$ cat src/rtl/serial_subtractor_pkg.sv
// Shared definitions for the bit-serial subtractor: FSM encoding and default width.
package serial_subtractor_pkg;

   localparam int unsigned SUB_W_DEFAULT = 4;

   typedef enum logic [1:0] {
      IDLE = 2'd0,
      RUN  = 2'd1,
      DONE = 2'd2
   } state_t;

endpackage : serial_subtractor_pkg

$ cat src/rtl/full_subtractor.sv
// Single-bit full subtractor cell: d = a - b - bin, with borrow-out.
module full_subtractor (
   input  logic a,
   input  logic b,
   input  logic bin,
   output logic d,
   output logic bout
);

   assign d    = a ^ b ^ bin;
   assign bout = (~a & b) | (~(a ^ b) & bin);

endmodule : full_subtractor

$ cat src/rtl/serial_subtractor.sv
// Bit-serial borrow-ripple subtractor: Diff = A - B - Bin, LSB first, one bit per clock.
module serial_subtractor
   import serial_subtractor_pkg::*;
#(
   parameter int unsigned W = SUB_W_DEFAULT
) (
   input  logic         clk,
   input  logic         rst_n,
   input  logic         start,
   input  logic [W-1:0] A,
   input  logic [W-1:0] B,
   input  logic         Bin,
   output logic         busy,
   output logic         done,
   output logic [W-1:0] Diff,
   output logic         Bout
);

   localparam int unsigned CW = (W > 1) ? $clog2(W) : 1;

   state_t         state;
   state_t         state_next;
   logic [W-1:0]   a_sr;
   logic [W-1:0]   b_sr;
   logic [W-1:0]   res_sr;
   logic [W-1:0]   res_next;
   logic           borrow;
   logic [CW-1:0]  count;
   logic           last_bit;
   logic           cell_d;
   logic           cell_bout;

   full_subtractor u_cell (
      .a    (a_sr[0]),
      .b    (b_sr[0]),
      .bin  (borrow),
      .d    (cell_d),
      .bout (cell_bout)
   );

   assign last_bit = (count == CW'(W - 1));
   // New bit enters at the MSB so the LSB-first stream lands in place after W shifts.
   assign res_next = (res_sr >> 1) | (W'(cell_d) << (W - 1));

   // Next-state logic
   always_comb begin
      state_next = state;
      case (state)
         IDLE:    if (start) state_next = RUN;
         RUN:     if (last_bit) state_next = DONE;
         DONE:    state_next = IDLE;
         default: state_next = IDLE;
      endcase
   end

   // State register and serial datapath
   always_ff @(posedge clk or negedge rst_n) begin
      if (!rst_n) begin
         state  <= IDLE;
         a_sr   <= '0;
         b_sr   <= '0;
         res_sr <= '0;
         borrow <= 1'b0;
         count  <= '0;
         Diff   <= '0;
         Bout   <= 1'b0;
      end else begin
         state <= state_next;
         case (state)
            IDLE: begin
               if (start) begin
                  a_sr   <= A;
                  b_sr   <= B;
                  borrow <= Bin;
                  count  <= '0;
               end
            end
            RUN: begin
               a_sr   <= a_sr >> 1;
               b_sr   <= b_sr >> 1;
               res_sr <= res_next;
               borrow <= cell_bout;
               count  <= count + CW'(1);
               if (last_bit) begin
                  Diff <= res_next;
                  Bout <= cell_bout;
               end
            end
            default: ;
         endcase
      end
   end

   assign busy = (state == RUN);
   assign done = (state == DONE);

endmodule : serial_subtractor
$ cat config.mk
export PLATFORM = sky130hd
export DESIGN_NAME = serial_subtractor
export DESIGN_NICKNAME = d
export VERILOG_FILES = /design/src/rtl/serial_subtractor_pkg.sv /design/src/rtl/full_subtractor.sv /design/src/rtl/serial_subtractor.sv
export SDC_FILE = /design/constraint.sdc
export NUM_CORES = 1
export LEC_CHECK = 0
export CAP_MARGIN = 20
export CORE_ASPECT_RATIO = 0.75
export CORE_MARGIN = 2
export CORE_UTILIZATION = 53
export DETAILED_ROUTE_END_ITERATION = 16
export PLACE_DENSITY = 0.81
export SYNTH_ARGS = -nofsm -noshare
export SYNTH_HDL_FRONTEND = slang
export SYNTH_SLANG_ARGS = --single-unit
$ cat constraint.sdc
create_clock -name clk -period 1.9 [get_ports clk]
set_input_delay 0.19 -clock clk [delete_from_list [all_inputs] [get_ports clk]]
set_output_delay 0.19 -clock clk [all_outputs]
set_load 0.02 [all_outputs]
==> results.yml, run 1 <==
run_status:
  status: "finished clean"
worst_setup_path:
  endpoint_kind: "output pin"
  critPathMaxFanout: 18
  crit_required_ns: 1.71
  start_kind: "register"
  worstReg2RegStart: "state[0]"
  worst-setup-path-type: "reg -> out"
  worstSetupStartpoint: "state[1]"
  worstPathArrival_ns: 1.62
placed_design:
  dp_hpwl_um: 1340
  dp_slack_ns: 0.228
  gp_congestion: 0.744
  post_dp_cell_area_um2: 1190
  place_inst: 114
  io_buffers: 18
clock_tree:
  cts_tree: "done"
  cts-root-buf: "clkbuf_4"
  clk_path_buf_depth: 2
  h-tree-depth: 1
  cts_setup_buffers: 0
  cts_resized: 1
  clock-sinks: 21
  clk_pin_slew_ns: 0.11
  cts_buffers: 3
  insertion_delay_ns: 0.30
  cts_hold_buffers: 0
logic_synthesis:
  ys_seq_area_share_pct: 52.5
  ys_ff_latch: 21
  yosys_warnings: 0
  synth_top_area_share_pct: 52.5
  syn_inst: 76
  syn-cell-area_um2: 1000
  syn_avg_cell_area_um2: 13.2
  yosys.area.top_type: "dfrtp_1"
  synth_area_leaders: "dfrtp_1, mux2_1, nor4b_1"
  synthDistinctLibCells: 27
  synth_nets: 90
timing:
  finalClockSkew_ns: 0.00167
  setup_tns_ns: 0
  max_slew_margin_pct: 63.9
  maxSlewViolCount: 0
  post-route-period-util_pct: 95.5
  hold_viol_final: 0
  tightest_slew_ns: 0.540
  rsz0062_at_grt: "false"
  finalCriticalPeriod_ns: 1.81
  setup_slack_ns: 0.0860
  fmax_mhz: 551
  setup_viol: 0
global_routing:
  gr-total-overflow: 0
  track_usage_pct: 20.5
  grt_max_degree: 22
  grt_pass1_vias: 673
  antenna_found_initial: 0
  grt_pass1_wl_um: 3280
final_layout:
  nFillCells: 136
  finalInstanceArea_um2: 1220
  seqCellArea_um2: 526
  fin_util_pct: 69.4
  n_antenna_cell: 0
  layout.cells.non_filler: 118
  multi_input_area_um2: 408
  nNetsFinal: 111
  syn_to_final_growth_pct: 21.8
  drive_above_1_share_pct: 14.6
pwr:
  pwr-share-comb_pct: 48.9
  clkPwrFrac_pct: 11.1
  p_leak_nw: 0.557
  p_per_area_nw_per_um2: 1600
  worst_ir_drop_vdd_uv: 1260
  p_int_mw: 1.23
  p_sw_share_pct: 37.0
  sequentialPowerShare_pct: 39.9
  p_switching_mw: 0.725
route:
  routedWlPerCell_um: 15.7
  vias: 670
  postRouteWirelength_um: 1860
  drc: 0
  drtIter0Drc: 8
  viasPerCell: 5.68
  antenna_left: 0
  dr.pass1.iters: 4
floorplan:
  start_util_pct: 57.0
  num_rows: 13
  ios: 19
  coreArea_um2: 1760
  die_y_um: 41.6
  die-area_um2: 2260
  chipWidth_um: 54.2
job:
  maxCapViolations: 0
hold_path:
  hold_path.class: "in -> async"
==> registers in the layout, summed over array words and instances, names as in the netlist <==
register  cells
state         2
count         2
Bout          1
Diff          4
a_sr          4
res_sr        3
borrow        1
b_sr          4
==> routing by layer <==
layer | share of wire (%) | up-vias | track usage [%]
met2 | 45 | 14 | 29.2
met3 | 4.5 | 2 | 7.55
met4 | 0.65 | 0 | 3.00
li1 | - | 322 | -
met5 | 0 | - | 0
met1 | 49 | 332 | 30.4
==> logic make-up after synthesis <==
kind of cell             count (synthesis)  synth area share (%)
multiplexers                             9                  9.87
flip-flops                              21                  52.5
buffers and inverters                   13                  6.75
AO/OA/AOI/OAI                           13                  11.3
adder cells (fa/ha/maj)                  2                  3.25
AND/OR/NAND/NOR                         18                  16.4
==> critical path: stages (launching register included) <==
cell,delay (ns)
dfrtp_1,0.36
buf_4,0.21
nor2b_1,0.14
clkdlybuf4s50_1,0.60
==> Yosys cell counts <==
| master | number |
|---|---|
| mux2_2 | 2 |
| a22o_1 | 1 |
| nand2b_1 | 2 |
| clkbuf_2 | 1 |
| nor4bb_1 | 2 |
| o21bai_1 | 1 |
| dfrtp_1 | 21 |
| buf_2 | 2 |
| a221oi_1 | 3 |
| o21ba_2 | 1 |
| or4b_1 | 2 |
| inv_1 | 7 |
| a21oi_1 | 1 |
| nand3b_4 | 1 |
| a211oi_1 | 2 |
| or2b_4 | 1 |
| ha_1 | 1 |
| fa_1 | 1 |
| nor2b_1 | 1 |
| mux2_1 | 5 |
| buf_6 | 2 |
| nor4b_1 | 5 |
| mux2i_1 | 2 |
| inv_2 | 1 |
| nor3b_1 | 4 |
| a211o_1 | 2 |
| o221a_2 | 2 |
==> cell type report <==
cell class / count / share of cell area, %
repair buffers: 21 / 16.5
clock buffers: 4 / 2.16
well taps: 22 / 2.26
multi-input cells: 42 / 33.5
flip-flops and latches: 21 / 43.1
inverters: 8 / 2.46
==> cells in the final DEF, fill, tap and decap left out <==
master           netlist  routed
dlygate4sd2_1          0       1
clkdlybuf4s50_1        0      17
nor4b_1                5       5
o21ba_2                1       1
a211oi_1               2       2
buf_4                  0       3
nand3b_4               1       1
or2b_4                 1       1
ha_1                   1       1
dfrtp_1               21      21
nor2b_1                1       1
a22o_1                 1       1
nand2b_1               2       2
inv_1                  7       7
clkbuf_1               0       1
mux2i_1                2       2
nor3b_1                4       4
a21oi_1                1       1
nor4bb_1               2       2
a211o_1                2       2
o221a_2                2       2
fa_1                   1       1
o21bai_1               1       1
mux2_2                 2       2
mux2_1                 5       5
clkbuf_4               0       3
or4b_1                 2       2
a221oi_1               3       3
inv_2                  1       1
==> power groups by stage <==
stage	logic (mW)	clock network, mW	registers, mW
final	0.957	0.217	0.781
after global routing	1.06	0.241	0.809
after CTS	0.966	0.220	0.784
after detailed placement	0.969	0	0.794
after global placement	0.942	0	0.781
after floorplan	0.633	0	0.829
==> worst paths after layout <==
kind | endpoint | slack, ns | depth (start not counted)
worst min register to register | Diff[0] | 0.50 | 1
max in group asynchronous | count[0] | 1.48 | 2
min in group clk | Diff[0] | 0.50 | 1
worst min-delay path | a_sr[0] | 0.21 | 2
worst max-delay path | done | 0.09 | 3
worst max register to register | b_sr[1] | 0.51 | 3
==> metrics by stage <==
| step | power, mW | hold slack (ns) |
|---|---|---|
| after floorplan | 1.46 | -0.106 |
| after global placement | 1.72 | 0.469 |
| after detailed placement | 1.76 | 0.474 |
| after CTS | 1.97 | 0.215 |
| after global routing | 2.11 | 0.233 |
| final | 1.96 | 0.207 |
Note: power is estimated with default switching activity, not from simulation.
==> run 2, diff against run 1 <==
Settings changed: CORE_ASPECT_RATIO 0.75 to 1.25, CTS_CLUSTER_DIAMETER from default to 80.
==> run 2 against run 1 <==
Compared with the run above: sequential share of layout area hardly changed; clock skew hardly changed; critical path depth stayed put.
==> results.yml, run 2 (synthesis gave the netlist of run 1 again) <==
run_status:
  status: "finished clean"
worst_setup_path:
  worstReg2RegStart: "state[0]"
  worstSetupStartpoint: "state[1]"
  start_kind: "register"
  crit_required_ns: 1.71
  critPathMaxFanout: 6
  rrSetupSlack_ns: 0.56
  reg2reg_depth: 3
  r2r_end: "borrow"
  critPathMaxStageDelay_ns: 0.39
  cp_cell_sequence: "or2b_4, inv_2, dlygate4sd2_1"
  slowest_stage: "dfrtp_1"
  worstPathArrival_ns: 1.43
  worst-setup-path-type: "reg -> out"
  path_buf_inv: 2
  endpoint_kind: "output pin"
  worst-path-stages: 3
  crit_end: "busy"
  critPathTopFamily: "buffers and inverters"
global_routing:
  grt_max_degree: 22
  grt_pass1_vias: 667
  track_usage_pct: 17.7
  gr-total-overflow: 0
  antenna_found_initial: 0
  grt_pass1_wl_um: 2920
pwr:
  worst_ir_drop_vdd_uv: 731
  p_leak_nw: 0.575
  p_per_area_nw_per_um2: 1580
placed_design:
  dp_slack_ns: 0.297
  io_buffers: 18
  gp_congestion: 0.862
  dp_hpwl_um: 1210
clock_tree:
  cts_tree: "done"
  cts-root-buf: "clkbuf_4"
  clk_pin_slew_ns: 0.11
  h-tree-depth: 1
  clk_path_buf_depth: 2
  cts_setup_buffers: 0
  cts_buffers: 3
  clock-sinks: 21
  insertion_delay_ns: 0.29
  cts_hold_buffers: 0
final_layout:
  final_common_cell: "dfrtp_1"
  top_regs: "Diff (4), a_sr (4), b_sr (4)"
  nFillCells: 149
  n_antenna_cell: 0
  syn_to_final_growth_pct: 21.6
  nNetsFinal: 111
  final_cell_mix: "dfrtp_1, clkdlybuf4s50_1, inv_1"
  drive_above_1_share_pct: 14.6
route:
  antenna_left: 0
  routedWlPerCell_um: 14.6
  vias: 677
  viasPerCell: 5.89
  dr.pass1.iters: 4
  drc: 0
  drtIter0Drc: 6
  postRouteWirelength_um: 1680
floorplan:
  chipWidth_um: 42.9
  start_util_pct: 56.7
  die_y_um: 52.6
  num_rows: 17
  ios: 19
  coreArea_um2: 1770
  die-area_um2: 2250
timing:
  finalCriticalPeriod_ns: 1.62
  setup_slack_ns: 0.284
  hold_viol_final: 0
  tightest_slew_ns: 0.477
  finalClockSkew_ns: 0.00125
  fmax_mhz: 619
  setup_tns_ns: 0
  maxSlewViolCount: 0
  setup_viol: 0
  rsz0062_at_grt: "false"
  max_slew_margin_pct: 68.2
  post-route-period-util_pct: 85.1
job:
  maxCapViolations: 0
hold_path:
  hold_path.class: "in -> async"
[run 2: worst min-delay path by stage]
stage,start,to,slack (ns),depth (start not counted)
after global routing,rst_n,Diff[0],0.25,2
after detailed placement,res_sr[1],Diff[0],0.48,1
after global placement,res_sr[1],Diff[0],0.46,1
after CTS,rst_n,Diff[2],0.24,2
final,rst_n,Diff[0],0.24,2
after floorplan,rst_n,Bout,-0.11,0
[run 2: per-layer routing]
metal  global-route usage (%)  wire length [µm]  vias to the layer above  share of wire, %
met1                     20.3               715                      326                43
met2                     31.6               862                       25                51
met5                        0                 0                        -                 0
li1                         -                 -                      322                 -
met4                     7.81                23                        0               1.4
met3                     3.45                79                        4               4.7
[run 2: cell type report]
cell class	count	area (µm²)	share of cell area [%]
clock buffers	4	26.3	2.16
inverters	8	30.0	2.47
multi-input cells	42	408	33.5
flip-flops and latches	21	526	43.2
well taps	19	23.8	1.95
repair buffers	21	204	16.8
[run 2: report_power, final]
part	leakage (nW)	internal, mW	total [mW]	switching, mW
combinational	0.311	0.482	0.947	0.465
clock	0.0150	0.0815	0.206	0.124
sequential	0.249	0.666	0.774	0.108
[run 2: metrics by stage]
step / cell area (µm²) / total power, mW / std cells / hold slack, ns / utilization (%)
after floorplan: 1000 / 1.46 / 76 / -0.106 / -
after global placement: 1190 / 1.72 / 111 / 0.464 / 67.4
after detailed placement: 1190 / 1.76 / 111 / 0.476 / 67.4
after CTS: 1210 / 1.95 / 115 / 0.239 / 68.8
after global routing: 1220 / 2.08 / 115 / 0.245 / 69.0
final: 1220 / 1.93 / 115 / 0.236 / 69.0
[run 2: timing repair]
action / 4_1_cts / 5_1_grt
setup endpoints to repair: 1 / 1
endpoints found under the hold margin: 0 / 0
cloned: 0 / 0
resized for setup: 1 / 1
[run 2: worst register-to-register path, stage by stage (launching register included)]
cell and delay (ns):
dfrtp_1 0.39, buf_4 0.20, o21bai_1 0.43, a221oi_1 0.17
